--- src/rtl/opnd_fetch_16b_pkg.sv ---
// Shared constants for the operand-fetch stage: datapath sizes and the
// logic-op encodings understood by the downstream bitwise unit.
package opnd_fetch_16b_pkg;

    localparam int OPND_WIDTH = 16;
    localparam int OPND_NREG  = 8;
    localparam int OPND_IDX_W = $clog2(OPND_NREG);

    typedef enum logic [1:0] {
        FN_AND = 2'b00,
        FN_OR  = 2'b01,
        FN_XOR = 2'b10,
        FN_NOT = 2'b11
    } funct_e;

endpackage

--- src/rtl/opnd_fetch_16b_regfile.sv ---
// Architectural register file: two combinational read ports, one write port,
// r0 hardwired to zero (reads return 0, writes are dropped).
module regfile_8x16b #(
    parameter int WIDTH = 16,
    parameter int NREG  = 8,
    parameter int IW    = $clog2(NREG)
) (
    input  logic             clk,
    input  logic             rst,
    input  logic [IW-1:0]    ra1,
    output logic [WIDTH-1:0] rd1,
    input  logic [IW-1:0]    ra2,
    output logic [WIDTH-1:0] rd2,
    input  logic             we,
    input  logic [IW-1:0]    wa,
    input  logic [WIDTH-1:0] wd
);

    logic [WIDTH-1:0] mem [NREG];

    always_ff @(posedge clk or posedge rst) begin
        if (rst) begin
            for (int i = 0; i < NREG; i++) begin
                mem[i] <= '0;
            end
        end else if (we && (wa != '0)) begin
            mem[wa] <= wd;
        end
    end

    assign rd1 = (ra1 == '0) ? '0 : mem[ra1];
    assign rd2 = (ra2 == '0) ? '0 : mem[ra2];

endmodule

--- src/rtl/opnd_fetch_16b.sv ---
// Operand fetch stage: reads two source registers into a single-entry pipeline
// register feeding a bitwise unit, and writes the returned result back.
module opnd_fetch_16b
    import opnd_fetch_16b_pkg::*;
#(
    parameter int WIDTH = OPND_WIDTH,
    parameter int NREG  = OPND_NREG
) (
    input  logic                  clk,
    input  logic                  rst,
    input  logic                  in_valid,
    output logic                  in_ready,
    input  logic [OPND_IDX_W-1:0] in_rs,
    input  logic [OPND_IDX_W-1:0] in_rt,
    input  logic [OPND_IDX_W-1:0] in_rd,
    input  logic [1:0]            in_funct,
    output logic [WIDTH-1:0]      a,
    output logic [WIDTH-1:0]      b,
    output logic [1:0]            funct,
    input  logic [WIDTH-1:0]      res,
    output logic                  out_valid,
    input  logic                  out_ready,
    output logic [15:0]           retired
);

    // Handshake: a transfer happens on a rising edge where valid && ready are
    // both high; valid, once raised, holds with its payload until ready.
    logic                  accept;
    logic                  retire;
    logic [WIDTH-1:0]      rf_a;
    logic [WIDTH-1:0]      rf_b;
    logic [WIDTH-1:0]      a_nxt;
    logic [WIDTH-1:0]      b_nxt;
    logic [WIDTH-1:0]      a_q;
    logic [WIDTH-1:0]      b_q;
    funct_e                funct_q;
    logic [OPND_IDX_W-1:0] rd_q;

    assign in_ready = !out_valid || out_ready;
    assign accept   = in_valid && in_ready;
    assign retire   = out_valid && out_ready;

    regfile_8x16b #(
        .WIDTH (WIDTH),
        .NREG  (NREG),
        .IW    (OPND_IDX_W)
    ) u_rf (
        .clk (clk),
        .rst (rst),
        .ra1 (in_rs),
        .rd1 (rf_a),
        .ra2 (in_rt),
        .rd2 (rf_b),
        .we  (retire),
        .wa  (rd_q),
        .wd  (res)
    );

    // The write of the retiring op lands on the same edge we sample the file,
    // so forward its result to any source that names its destination.
    always_comb begin
        a_nxt = rf_a;
        b_nxt = rf_b;
        if (retire && (rd_q != '0) && (in_rs == rd_q)) a_nxt = res;
        if (retire && (rd_q != '0) && (in_rt == rd_q)) b_nxt = res;
    end

    always_ff @(posedge clk or posedge rst) begin
        if (rst) begin
            out_valid <= 1'b0;
            a_q       <= '0;
            b_q       <= '0;
            funct_q   <= FN_AND;
            rd_q      <= '0;
            retired   <= '0;
        end else begin
            if (accept) begin
                a_q     <= a_nxt;
                b_q     <= b_nxt;
                funct_q <= funct_e'(in_funct);
                rd_q    <= in_rd;
            end
            if (accept)      out_valid <= 1'b1;
            else if (retire) out_valid <= 1'b0;
            if (retire) retired <= retired + 16'd1;
        end
    end

    assign a     = a_q;
    assign b     = b_q;
    assign funct = funct_q;

endmodule

--- config.mk ---
export PLATFORM = sky130hd
export DESIGN_NAME = opnd_fetch_16b
export DESIGN_NICKNAME = d
export VERILOG_FILES = /design/src/rtl/opnd_fetch_16b_pkg.sv /design/src/rtl/opnd_fetch_16b_regfile.sv /design/src/rtl/opnd_fetch_16b.sv
export SDC_FILE = /design/constraint.sdc
export NUM_CORES = 1
export LEC_CHECK = 0
export ABC_AREA = 1
export BUFFER_PORTS_ARGS = -buffer_cell sky130_fd_sc_hd__buf_2
export CAP_MARGIN = 10
export CELL_PAD_IN_SITES_DETAIL_PLACEMENT = 0
export CELL_PAD_IN_SITES_GLOBAL_PLACEMENT = 2
export CORE_MARGIN = 3
export CORE_UTILIZATION = 37
export DETAILED_ROUTE_END_ITERATION = 16
export PLACE_DENSITY = 0.84
export SYNTH_ARGS = -nofsm -noshare
export SYNTH_HDL_FRONTEND = slang
export SYNTH_HIERARCHICAL = 1
export SYNTH_SLANG_ARGS = --single-unit
--- constraint.sdc ---
create_clock -name clk -period 6 [get_ports clk]
set_clock_uncertainty 0.05 [all_clocks]
set_input_delay 0 -clock clk [delete_from_list [all_inputs] [get_ports clk]]
set_output_delay 0 -clock clk [all_outputs]
set_load 0.05 [all_outputs]
# --- After elaboration in Yosys (flattened, before gate mapping) ---
# Cells that the tools add are included.
totals:
  latch_bits: 0
  mem_count: 0
  elab_cells: 51
  mem_bits_rw: 0
  rom_bits: 0
  in_bits: 31
  regBits: 182
  output_inout_bits: 52
op_classes:
  multipliers: 0
  reduce_logical: 12
  n_lt_le_gt_ge: 4
  eq_ne: 2
  n_mux: 15
  addsub: 1
  bitwise_logic: 3
  shifts: 0
  div_mod_pow: 0
op_table:
  columns: ["cell", "count"]
  rows:
  - ["$mux 16", 9]
  - ["$bwmux 128", 1]
  - ["$bmux 16 s3", 2]
  - ["$demux 16 s3", 1]
  - ["$add 16x1->16 const B", 1]
  - ["$ge 4x4->1 const B", 3]
  - ["$not 3->4", 3]
  - ["$eq 3x3->1", 2]
  - ["$logic_and 1x1->1", 6]
  - ["$logic_not 3->1", 2]
  - ["$lt 4x1->1 const B", 1]
  - ["$reduce_bool 3->1", 1]
  - ["$mux 1", 2]
  - ["$reduce_bool 2->1", 1]
  - ["$logic_not 1->1", 1]
  - ["$logic_or 1x1->1", 1]

# --- Longest topological paths before layout ---
# Gate-level depths: netlist (run 1).
depth:
  word_depth: 6
  ltp_mapped: 12
  depth_no_buf: 10

# --- Hierarchy ---
# Netlist (run 1), hierarchy kept.
by_module_without_submodules:
  columns: ["module", "area_per_inst_um2", "instances", "cells_each", "seq_area_each_um2"]
  rows:
  - ["regfile_8x16b", 7478.4, 1, 1095, 3203.1]
  - ["opnd_fetch_16b", 2957.8, 1, 412, 1351.3]

# --- Least setup slack after synthesis (run 1) ---
# OpenSTA, ideal clock, no wires.
synth_path:
  kind: "register -> register"
  from: "register out_valid"
  to: "register b_q[0] (netlist: b[0])"
  path_slack_ns: 4.046
  stages_incl_launch_ff: 7
  arrival_ns: 1.787
  setup_ns: 0.118
  n_path_buf: 1
  synth_period_minus_slack_ns: 1.954
  required_ns: 5.832
  cell_sequence: "dfrtp_1 > nand2_1 > nand2_1 > inv_1 > buf_2 > nand3_1 > nand2_1"
synth_via:
  word_cells_on_any_way: 7
  classes_between: "mux: 1; reduce/logical: 6"
synth_rtl:
  columns: ["element", "line", "text"]
  rows:
  - ["start, declared", "opnd_fetch_16b.sv:21", "output logic out_valid,"]
  - ["start signal, assigned", "opnd_fetch_16b.sv:70", "out_valid <= 1'b0;"]
  - ["start signal, assigned", "opnd_fetch_16b.sv:83", "if (accept) out_valid <= 1'b1;"]
  - ["start signal, assigned", "opnd_fetch_16b.sv:84", "else if (retire) out_valid <= 1'b0;"]
  - ["$logic_not 1->1", "opnd_fetch_16b.sv:39", "assign in_ready = !out_valid || out_ready;"]
  - ["$logic_or 1x1->1", "opnd_fetch_16b.sv:39", null]
  - ["via in_ready", "opnd_fetch_16b.sv:12", "output logic in_ready,"]
  - ["$logic_and 1x1->1", "opnd_fetch_16b.sv:40", "assign accept = in_valid && in_ready;"]
  - ["end signal, assigned", "opnd_fetch_16b.sv:79", "b_q <= b_nxt;"]
  - ["end, declared", "opnd_fetch_16b.sv:35", "logic [WIDTH-1:0] b_q;"]
# The timed path passes the listed nets, and every way through them passes these cells.
# A chain may end at the register's enable or synchronous reset.

# --- Worst setup path in the final report (run 1) ---
layout_path:
  from: "register rd_q[1]"
  to: "register a_q[1] (netlist: a[1])"
layout_via:
  elab_chain_cells: 4
  word_cells_on_any_way: 5
  classes_between: "eq/ne: 1; mux: 1; reduce/logical: 3"
layout_rtl:
  columns: ["element", "line", "text"]
  rows:
  - ["start, declared", "opnd_fetch_16b.sv:37", "logic [OPND_IDX_W-1:0] rd_q;"]
  - ["start signal, assigned", "opnd_fetch_16b.sv:81", "rd_q <= in_rd;"]
  - ["$reduce_bool 3->1", "opnd_fetch_16b.sv:64", "if (retire && (rd_q != '0) && (in_rs == rd_q)) a_nxt = res;"]
  - ["$logic_and 1x1->1", "opnd_fetch_16b.sv:64", null]
  - ["$logic_and 1x1->1 (*)", "opnd_fetch_16b.sv:64", null]
  - ["$mux 16 (*)", "opnd_fetch_16b.sv:64", null]
  - ["end signal, assigned", "opnd_fetch_16b.sv:78", "a_q <= a_nxt;"]
  - ["end, declared", "opnd_fetch_16b.sv:34", "logic [WIDTH-1:0] a_q;"]
# Mark *: on every way between the ends. The rest lies on a longest branch, timed or not.

==> results of run 1 <==
## logic make-up after synthesis
kind of cell / after synthesis / synth area share (%)
flip-flops: 182 / 43.6
XOR/XNOR: 15 / 1.26
buffers and inverters: 321 / 13.3
AO/OA/AOI/OAI: 174 / 9.83
adder cells (fa/ha/maj): 1 / 0.120
AND/OR/NAND/NOR: 814 / 31.8
## worst max-delay path by stage
| stage | start | endpoint | slack [ns] | cells after the start |
|---|---|---|---|---|
| 2_1_floorplan | rst | u_rf/mem[0]$_DFFE_PP0P_ | 2.54 | 1 |
| 6_report | rd_q[1]$_DFFE_PP0P_ | a[1]$_DFFE_PP0P_ | 3.57 | 6 |
| 5_1_grt | rd_q[2]$_DFFE_PP0P_ | a[1]$_DFFE_PP0P_ | 3.40 | 6 |
| 3_3_place_gp | in_rs[1] | a[0]$_DFFE_PP0P_ | 3.12 | 10 |
| 4_1_cts | rd_q[1]$_DFFE_PP0P_ | a[1]$_DFFE_PP0P_ | 3.58 | 6 |
| 3_5_place_dp | in_rs[1] | a[7]$_DFFE_PP0P_ | 3.12 | 10 |
## placed cells by master (no fill, tap or decap), types with 3 or more instances in the layout
cell           synthesis  layout
o21ai_0               97      97
inv_2                  8       9
buf_2                 46      81
inv_8                  0       3
nor2_2                 3       3
xor2_1                 9       9
nand2_1              586     586
dfrtp_1              182     182
inv_1                213     211
inv_6                  0       8
nor3_1                 4       4
clkbuf_16              0      17
dlygate4sd3_1          0      23
buf_4                 11      19
o211ai_1              56      56
nand3_1              159     159
xnor2_1                6       6
o21ai_1               19      19
nor2_1                55      55
## metrics by stage
step	setup WS (ns)	hold slack, ns
finish	3.57	0.00640
global route	3.40	0.0365
CTS	3.58	0.00208
detailed placement	3.12	0.125
global placement	3.12	0.127
floorplan	2.54	0.0596
## power by group
part / switching (W) / internal, W
registers: 0.000258 / 0.00162
clock network: 0.000553 / 0.000634
logic: 0.00101 / 0.000458
total: 0.00182 / 0.00272
## final cells by class
| class | instances | share of cell area [%] |
|---|---|---|
| Timing Repair Buffer | 123 | 6.64 |
| Multi-Input combinational cell | 1004 | 38.3 |
| Sequential cell | 182 | 38.8 |
| Tap cell | 372 | 3.97 |
| Clock buffer | 17 | 3.63 |
| Inverter | 221 | 7.10 |
| Clock inverter | 15 | 1.52 |
## what timing repair did
item | CTS | global route
endpoints found under the hold margin | 243 | 0
hold buffers | 23 | 0
resized for setup | 0 | 0
## worst max-delay path, stage by stage (launching register included)
cell     delay (ns)
dfrtp_1        0.53
nor2_1         0.13
a21oi_4        0.82
nand3_4        0.36
nand2_1        0.14
nand3_1        0.19
nand2_1        0.12
## per-layer routing
layer  vias to the layer above  GRT usage, %
met3                        24          3.12
met2                       226          36.3
met5                         -             0
li1                       4742             -
met1                      4509          32.5
met4                         0          4.73
## state kept, by name (all words and copies together), names as in the netlist
name / flops
retired: 16
a: 16
out_valid: 1
b: 16
u_rf/mem: 128
rd_q: 3
funct: 2
==> results.cfg, run 1 <==
[routing]
top_layer = met4
routed-via-count = 9501
firstDrtPassIters = 6
wl_met2_um = 15400
via_per_inst = 4.91
met3RoutedLength_um = 1760
wl_met1_um = 16000
drt-initial-drc-count = 857
ant_nets = 0
wl_per_cell_um = 17.3
wl_um = 33500
post-route-drc-count = 0

[run]
drv_cap = 0

[worst_setup_path]
required_ns = 6.33
worstPathArrival_ns = 2.76
worst_setup_path_end_kind = register
worstRegToRegCells = 6
timing.rr.start = rd_q[1]$_DFFE_PP0P_
crit_path_start_kind = register
r2r_slack_ns = 3.57
cp_max_fo = 34
crit_type = register to register
r2r-end = a[1]$_DFFE_PP0P_

[power_and_ir_drop]
max-vdd-ir-drop_uv = 172
power.leakage_nw = 6.42
powerDensity_nw_per_um2 = 386
totalPowerFinal_w = 0.00453

[cts]
clock_latency_ns = 0.46
cts_made_buffers = 17
ctsLongestPathBuffers = 2
cts.clk_slew.worst_paths_ns = 0.08
cts_htree_levels = 4
cts_tree = built
numClockSinks = 182
clockRootBuffer = clkbuf_16
cts_setup_buffers = 0

[timing]
fin_setup_tns_ns = 0
fin_crit_ns = 2.43
fmax_mhz = 412
rsz0062_at_grt = false
setup_viol = 0
drv_slew = 0
tightest_slew_ns = 1.18
period_share_pct = 40.5
hold_viol = 0
relSlewSlack_pct = 21.7

[floorplanning]
core.rowCount = 60
die_h_um = 174
io_pins = 83
core-area_sq_um = 27300
die-area_sq_um = 30300
die_x_um = 174
start_util_pct = 38.2

[logic_synthesis]
synth.cell_area_sq_um = 10400
synthTopCellsByArea = dfrtp_1 44%, nand2_1 21%, inv_1 7.7%, nand3_1 7.6%, o21ai_0 4.7%
synth_area_per_cell_sq_um = 6.93
synth_cells = 1507
ys_types = 27
ys.flop_type = dfrtp_1
synth_enable_flop_cells = 0
ys_warn_count = 6
synth_top_cell_area_share_pct = 43.6
synth_most_common_cell = nand2_1
ys_seq_area_share_pct = 43.6
async_reset_ff_share_pct = 100
ys_top_cells_by_count = 586 x nand2_1, 213 x inv_1, 182 x dfrtp_1, 159 x nand3_1, 97 x o21ai_0
ys_seq_elements = 182
syn_nets = 1539
post-synth-top-area-cell = dfrtp_1

[place]
dpl_cell_area_sq_um = 10900
routabilityCongestion = 0.796
hpwlAfterDp_um = 21200
io_buffers = 82
dp.cells = 1879

[worst_hold_path]
hold_path_class = input pin to register
min_to = out_valid$_DFFE_PP0P_
whs_path_depth = 4
min_from = in_valid

[global_route]
antenna_found_initial = 0
grt_use_total_pct = 22.6
grt_overflow = 0
grt_pass1_vias = 9186
grt_max_degree = 77
grt_pass1_wl_um = 53800

[final_layout]
fin_util_pct = 42.9
areaGrowthSynthToFinish_pct = 12.3
multi_input_area_sq_um = 4490
final_area_sq_um = 11700
layout-drive-gt1-share_pct = 9.73
final_cells = 1934
ff_latch_area_sq_um = 4550
n_antenna_cell = 0
nets = 1581
fillers = 2974

[outcome]
status = completed
(Power assumes the default switching activity.)
==> inputs of run 2 (changes only) <==
- ABC_AREA: 1 -> 0
- PLACE_DENSITY: 0.84 -> 0.74
- clock period: 6 -> 2.2 ns (I/O delays scaled with it)
==> results.cfg, run 2 <==
[global_route]
grt_pass1_wl_um = 40200
grt_overflow = 0
grt_max_degree = 56
antenna_found_initial = 1
grt_use_total_pct = 19.9
grt_pass1_vias = 6800

[routing]
wl_um = 25600
post-route-drc-count = 0
via_per_inst = 5.65
firstDrtPassIters = 6
routed-via-count = 6426
ant_nets = 0
drt-initial-drc-count = 457
wl_per_cell_um = 22.5

[worst_setup_path]
cp_top_family = compound AO/OA/AOI/OAI gates
crit_buf_inv = 0
cp_max_fo = 16
path_cells = o21bai_1 > o21ai_2 > nand3_1 > a31oi_1
worstPathArrival_ns = 2.35
required_ns = 2.48
cpPeakStageDelay_ns = 0.70
worst_setup_path_end_kind = register
crit_type = register to register
crit_path_start_kind = register
cpMaxStageDelayCell = dfrtp_1

[cts]
cts_setup_buffers = 0
cts_tree = built
post_cts_resized = 0
numClockSinks = 166
cts_made_buffers = 17
clock_latency_ns = 0.42
clockRootBuffer = clkbuf_16
ctsLongestPathBuffers = 2
cts.clk_slew.worst_paths_ns = 0.07
cts_htree_levels = 4

[power_and_ir_drop]
powerDensity_nw_per_um2 = 1170
max-vdd-ir-drop_uv = 548
totalPowerFinal_w = 0.0121
power.leakage_nw = 4.48

[final_layout]
final_common_cell = dfrtp_1
regMostFlops = u_rf/mem
mostFrequentLayoutCells = 166 x dfrtp_1, 123 x mux2_2, 82 x buf_2
areaGrowthSynthToFinish_pct = 17.8
final_area_sq_um = 10300
layout-drive-gt1-share_pct = 37.3
fin_util_pct = 45.0
n_antenna_cell = 0
largest_reg_flops = 112
nets = 845

[floorplanning]
start_util_pct = 38.2
die-area_sq_um = 25600
io_pins = 83
die_h_um = 160
die_x_um = 160
core.rowCount = 55
core-area_sq_um = 23000

[timing]
fmax_mhz = 483
rsz0062_at_grt = false
finalWorstSetupSlack_ns = 0.130
period_share_pct = 94.1
setup_viol = 0
hold_viol = 0
fin_setup_tns_ns = 0
tightest_slew_ns = 0.774
fin_crit_ns = 2.07
drv_slew = 0
relSlewSlack_pct = 48.4

[logic_synthesis]
async_reset_ff_share_pct = 100
ys_seq_area_share_pct = 47.4
synth_area_per_cell_sq_um = 12.4
synth_compound_area_share_pct = 11.1
synth_fa_ha_area_share_pct = 0.143
synth_top_cell_area_share_pct = 47.4
synth_enable_flop_cells = 0
synth_simple_gate_area_share_pct = 7.18
synth_mux_area_share_pct = 27.4
syn_nets = 741
ys_top_cells_by_count = 166 x dfrtp_1, 123 x mux2_2, 64 x a221oi_1, 64 x mux2i_1, 38 x nand3_1
ys.flop_type = dfrtp_1
synth.cell_area_sq_um = 8770
ys_seq_elements = 166
synth_xor_area_share_pct = 1.90
ys_warn_count = 6
synth_top_family_by_area = multiplexers
ys_types = 42
synth_cells = 709
synthTopCellsByArea = dfrtp_1 47%, mux2_2 16%, mux2i_1 7.3%, a221oi_1 6.4%, mux2_4 3.4%
post-synth-top-area-cell = dfrtp_1
synth_most_common_cell = dfrtp_1

[place]
io_buffers = 82
dpl_cell_area_sq_um = 9560
dp_slack_ns = 0.163
hpwlAfterDp_um = 17600
routabilityCongestion = 0.801

[outcome]
status = completed

[run]
drv_cap = 0

[worst_hold_path]
hold_path_class = input pin to asynchronous set/reset pin
run 2: cells by family after synthesis:
logic type / Yosys count
xor+xnor: 19
simple gates: 111
buf+inv: 64
flops: 166
fa+ha+maj: 1
compound gates: 134
mux: 214
run 2: repair_timing:
| action | CTS | global route |
|---|---|---|
| hold buffers | 25 | 0 |
| hold endpoints to repair | 294 | 0 |
| endpoints found under the setup margin | 0 | 0 |
run 2: area by class of cell:
cell class / count / area (sq um)
Fill cell: 2125 / 12600
Sequential cell: 166 / 4150
Multi-Input combinational cell: 479 / 4180
Tap cell: 313 / 392
Clock inverter: 8 / 52.6
Timing Repair Buffer: 145 / 1060
Inverter: 4 / 20.0
Clock buffer: 22 / 474
run 2: routing by layer:
layer  vias up  share of wire (%)  GRT usage, %
met1      3260                 45          27.5
li1       2900                  -             -
met2       233                 48          32.7
met5         -              0.051             0
met4         2                1.7          5.68
met3        31                5.5          3.06
run 2: worst register-to-register path, cell delays in order (launching register included):
cell and delay (ns):
dfrtp_1 0.70, o21bai_1 0.20, o21ai_2 0.64, nand3_1 0.17, a31oi_1 0.23
run 2: metrics by stage:
step | hold WS [ns] | cells
floorplan | 0.0584 | 709
global placement | -0.0894 | 1082
detailed placement | -0.0897 | 1082
CTS | 0.0271 | 1137
global route | 0.0560 | 1137
finish | 0.0405 | 1137
run 2: report_power, final:
| group | internal, W | total (W) | switching, W | leakage, nW |
|---|---|---|---|---|
| clock | 0.00152 | 0.00270 | 0.00119 | 0.246 |
| combinational | 0.00195 | 0.00417 | 0.00222 | 2.23 |
| sequential | 0.00427 | 0.00525 | 0.000977 | 2.00 |
| total | 0.00774 | 0.0121 | 0.00438 | 4.48 |
run 2: final timing paths:
path	from	to	slack (ns)	cells after the start
max	rd_q[1]$_DFFE_PP0P_	a[5]$_DFFE_PP0P_	0.13	4
min	rst	u_rf/mem[85]$_DFFE_PP0P_	0.04	3
max reg2reg	rd_q[1]$_DFFE_PP0P_	a[5]$_DFFE_PP0P_	0.13	4
min reg2reg	retired[15]$_DFFE_PP0P_	retired[15]$_DFFE_PP0P_	0.42	1
max in group asynchronous	rst	a[14]$_DFFE_PP0P_	1.34	4
min in group clk	in_rt[0]	b[9]$_DFFE_PP0P_	0.25	5
==> inputs of run 3 (changes only) <==
- ABC_AREA: 0 -> 1
- CORE_UTILIZATION: 37 -> 31
- GPL_TIMING_DRIVEN: default -> 0
- PLACE_DENSITY: 0.74 -> 0.75
==> results.cfg, run 3 (synthesis results as in run 1) <==
[outcome]
status = completed

[global_route]
grt_max_degree = 40
grt_use_total_pct = 24.2
grt_overflow = 0
antenna_found_initial = 1
grt_pass1_wl_um = 64200
grt_pass1_vias = 9879

[routing]
wl_um = 42700
post-route-drc-count = 0
wl_per_cell_um = 20.4
drt-initial-drc-count = 913
ant_nets = 0
routed-via-count = 10062
via_per_inst = 4.81
firstDrtPassIters = 5

[worst_setup_path]
crit_type = register to register
worstRegToRegCells = 7
worst-path-stages = 7
cpPeakStageDelay_ns = 0.54
path_cells = nand2_1 > nand2_1 > inv_1 > buf_2 > nand2_1 > nand2_1 > dlygate4sd3_1
worstPathArrival_ns = 2.29
cpMaxStageDelayCell = dlygate4sd3_1
crit_buf_inv = 3
cp_max_fo = 10
crit_path_start_kind = register
worst_setup_path_end_kind = register
cp_top_family = buffers and inverters
required_ns = 2.53
path_common_cell = nand2_1

[floorplanning]
core.rowCount = 66
core-area_sq_um = 32900
die_h_um = 189
start_util_pct = 31.8
die_x_um = 189
die-area_sq_um = 35900
io_pins = 83

[timing]
relSlewSlack_pct = 45.3
period_share_pct = 89.1
rsz0062_at_grt = false
drv_slew = 0
setup_viol = 0
fmax_mhz = 510
tightest_slew_ns = 0.820
fin_crit_ns = 1.96
hold_viol = 0

[cts]
clockRootBuffer = clkbuf_16
cts_htree_levels = 4
cts_made_buffers = 17
clock_latency_ns = 0.45
cts.clk_slew.worst_paths_ns = 0.08
cts_setup_buffers = 0
ctsLongestPathBuffers = 2
cts_tree = built
numClockSinks = 182

[final_layout]
nets = 1669
n_antenna_cell = 0
fillers = 3702
areaGrowthSynthToFinish_pct = 18.4
regMostFlops = u_rf/mem
final_cells = 2092
mostFrequentLayoutCells = 586 x nand2_1, 211 x inv_1, 182 x dfrtp_1
largest_reg_flops = 128
multi_input_area_sq_um = 4500
fin_util_pct = 37.6
final_common_cell = nand2_1
ff_latch_area_sq_um = 4550
final_area_sq_um = 12400
layout-drive-gt1-share_pct = 12.9

[power_and_ir_drop]
powerDensity_nw_per_um2 = 1040
totalPowerFinal_w = 0.0129
max-vdd-ir-drop_uv = 662
power.leakage_nw = 6.72

[place]
dpl_cell_area_sq_um = 11500
io_buffers = 82
hpwlAfterDp_um = 32400
routabilityCongestion = 0.955
dp.cells = 2035

[worst_hold_path]
hold_path_class = input pin to register
whs_path_depth = 8

[run]
drv_cap = 0
[run 3: changes by cell type in the layout (fill, tap and decap cells not counted), moves of 32 or more]
cell      before  now
a221oi_1      64    0
a31oi_1       32    0
nand3_1       38  158
o21ai_0       26   97
mux2_2       123    0
mux2i_1       64    0
nand2_1        9  586
o211ai_1       0   56
inv_1          1  211
buf_2         82  128
[run 3: cell type report]
cell class,instances,share of cell area (%)
Sequential cell,182,36.9
Tap cell,442,4.48
Inverter,221,6.74
Clock inverter,15,1.50
Multi-Input combinational cell,1004,36.4
Buffer,100,4.57
Clock buffer,17,3.44
Timing Repair Buffer,111,5.99
[run 3: what timing repair did]
item                                   CTS  global route
hold buffers                            25             0
resized for setup                        1             4
setup endpoints to repair                6            32
endpoints found under the hold margin  173             0
[run 3: per-stage QoR]
step	TNS, ns	hold slack (ns)	worst slack [ns]
floorplan	0	0.0596	0.246
global placement	-70.55	0.153	-0.560
detailed placement	-0.00230	0.0585	-0.00230
CTS	0	0.0711	0.0266
global route	0	0.158	0.0436
finish	0	0.0761	0.239
[run 3: worst paths after layout]
| kind | to | startpoint | slack (ns) |
|---|---|---|---|
| max in group asynchronous | u_rf/mem[32]$_DFFE_PP0P_ | rst | 1.09 |
| min in group asynchronous | a[8]$_DFFE_PP0P_ | rst | 0.13 |
| hold reg to reg | u_rf/mem[121]$_DFFE_PP0P_ | u_rf/mem[121]$_DFFE_PP0P_ | 0.42 |
| hold / removal | b[15]$_DFFE_PP0P_ | in_rt[1] | 0.08 |
| setup reg to reg | funct[1]$_DFFE_PP0P_ | out_valid$_DFFE_PP0P_ | 0.24 |
| setup / recovery | funct[1]$_DFFE_PP0P_ | out_valid$_DFFE_PP0P_ | 0.24 |
[run 3: worst min-delay path, delay by kind of cell]
kind	cells	cell delay, ns
buffers and inverters	1	0.10
and+or+nand+nor	7	0.43
[run 3: report_power, final]
| part | switching, W | internal, W | leakage [nW] |
|---|---|---|---|
| Clock | 0.00152 | 0.00173 | 0.295 |
| Combinational | 0.00318 | 0.00132 | 4.12 |
| Sequential | 0.000716 | 0.00443 | 2.31 |
| Total | 0.00542 | 0.00748 | 6.72 |
[run 3: metal layers]
metal	up-vias	GRT usage (%)	share of wire, %
met5	-	0	0
met4	0	8.39	3.0
met3	49	3.67	5.3
met2	271	38.1	45
met1	4829	34.0	47
li1	4913	-	-
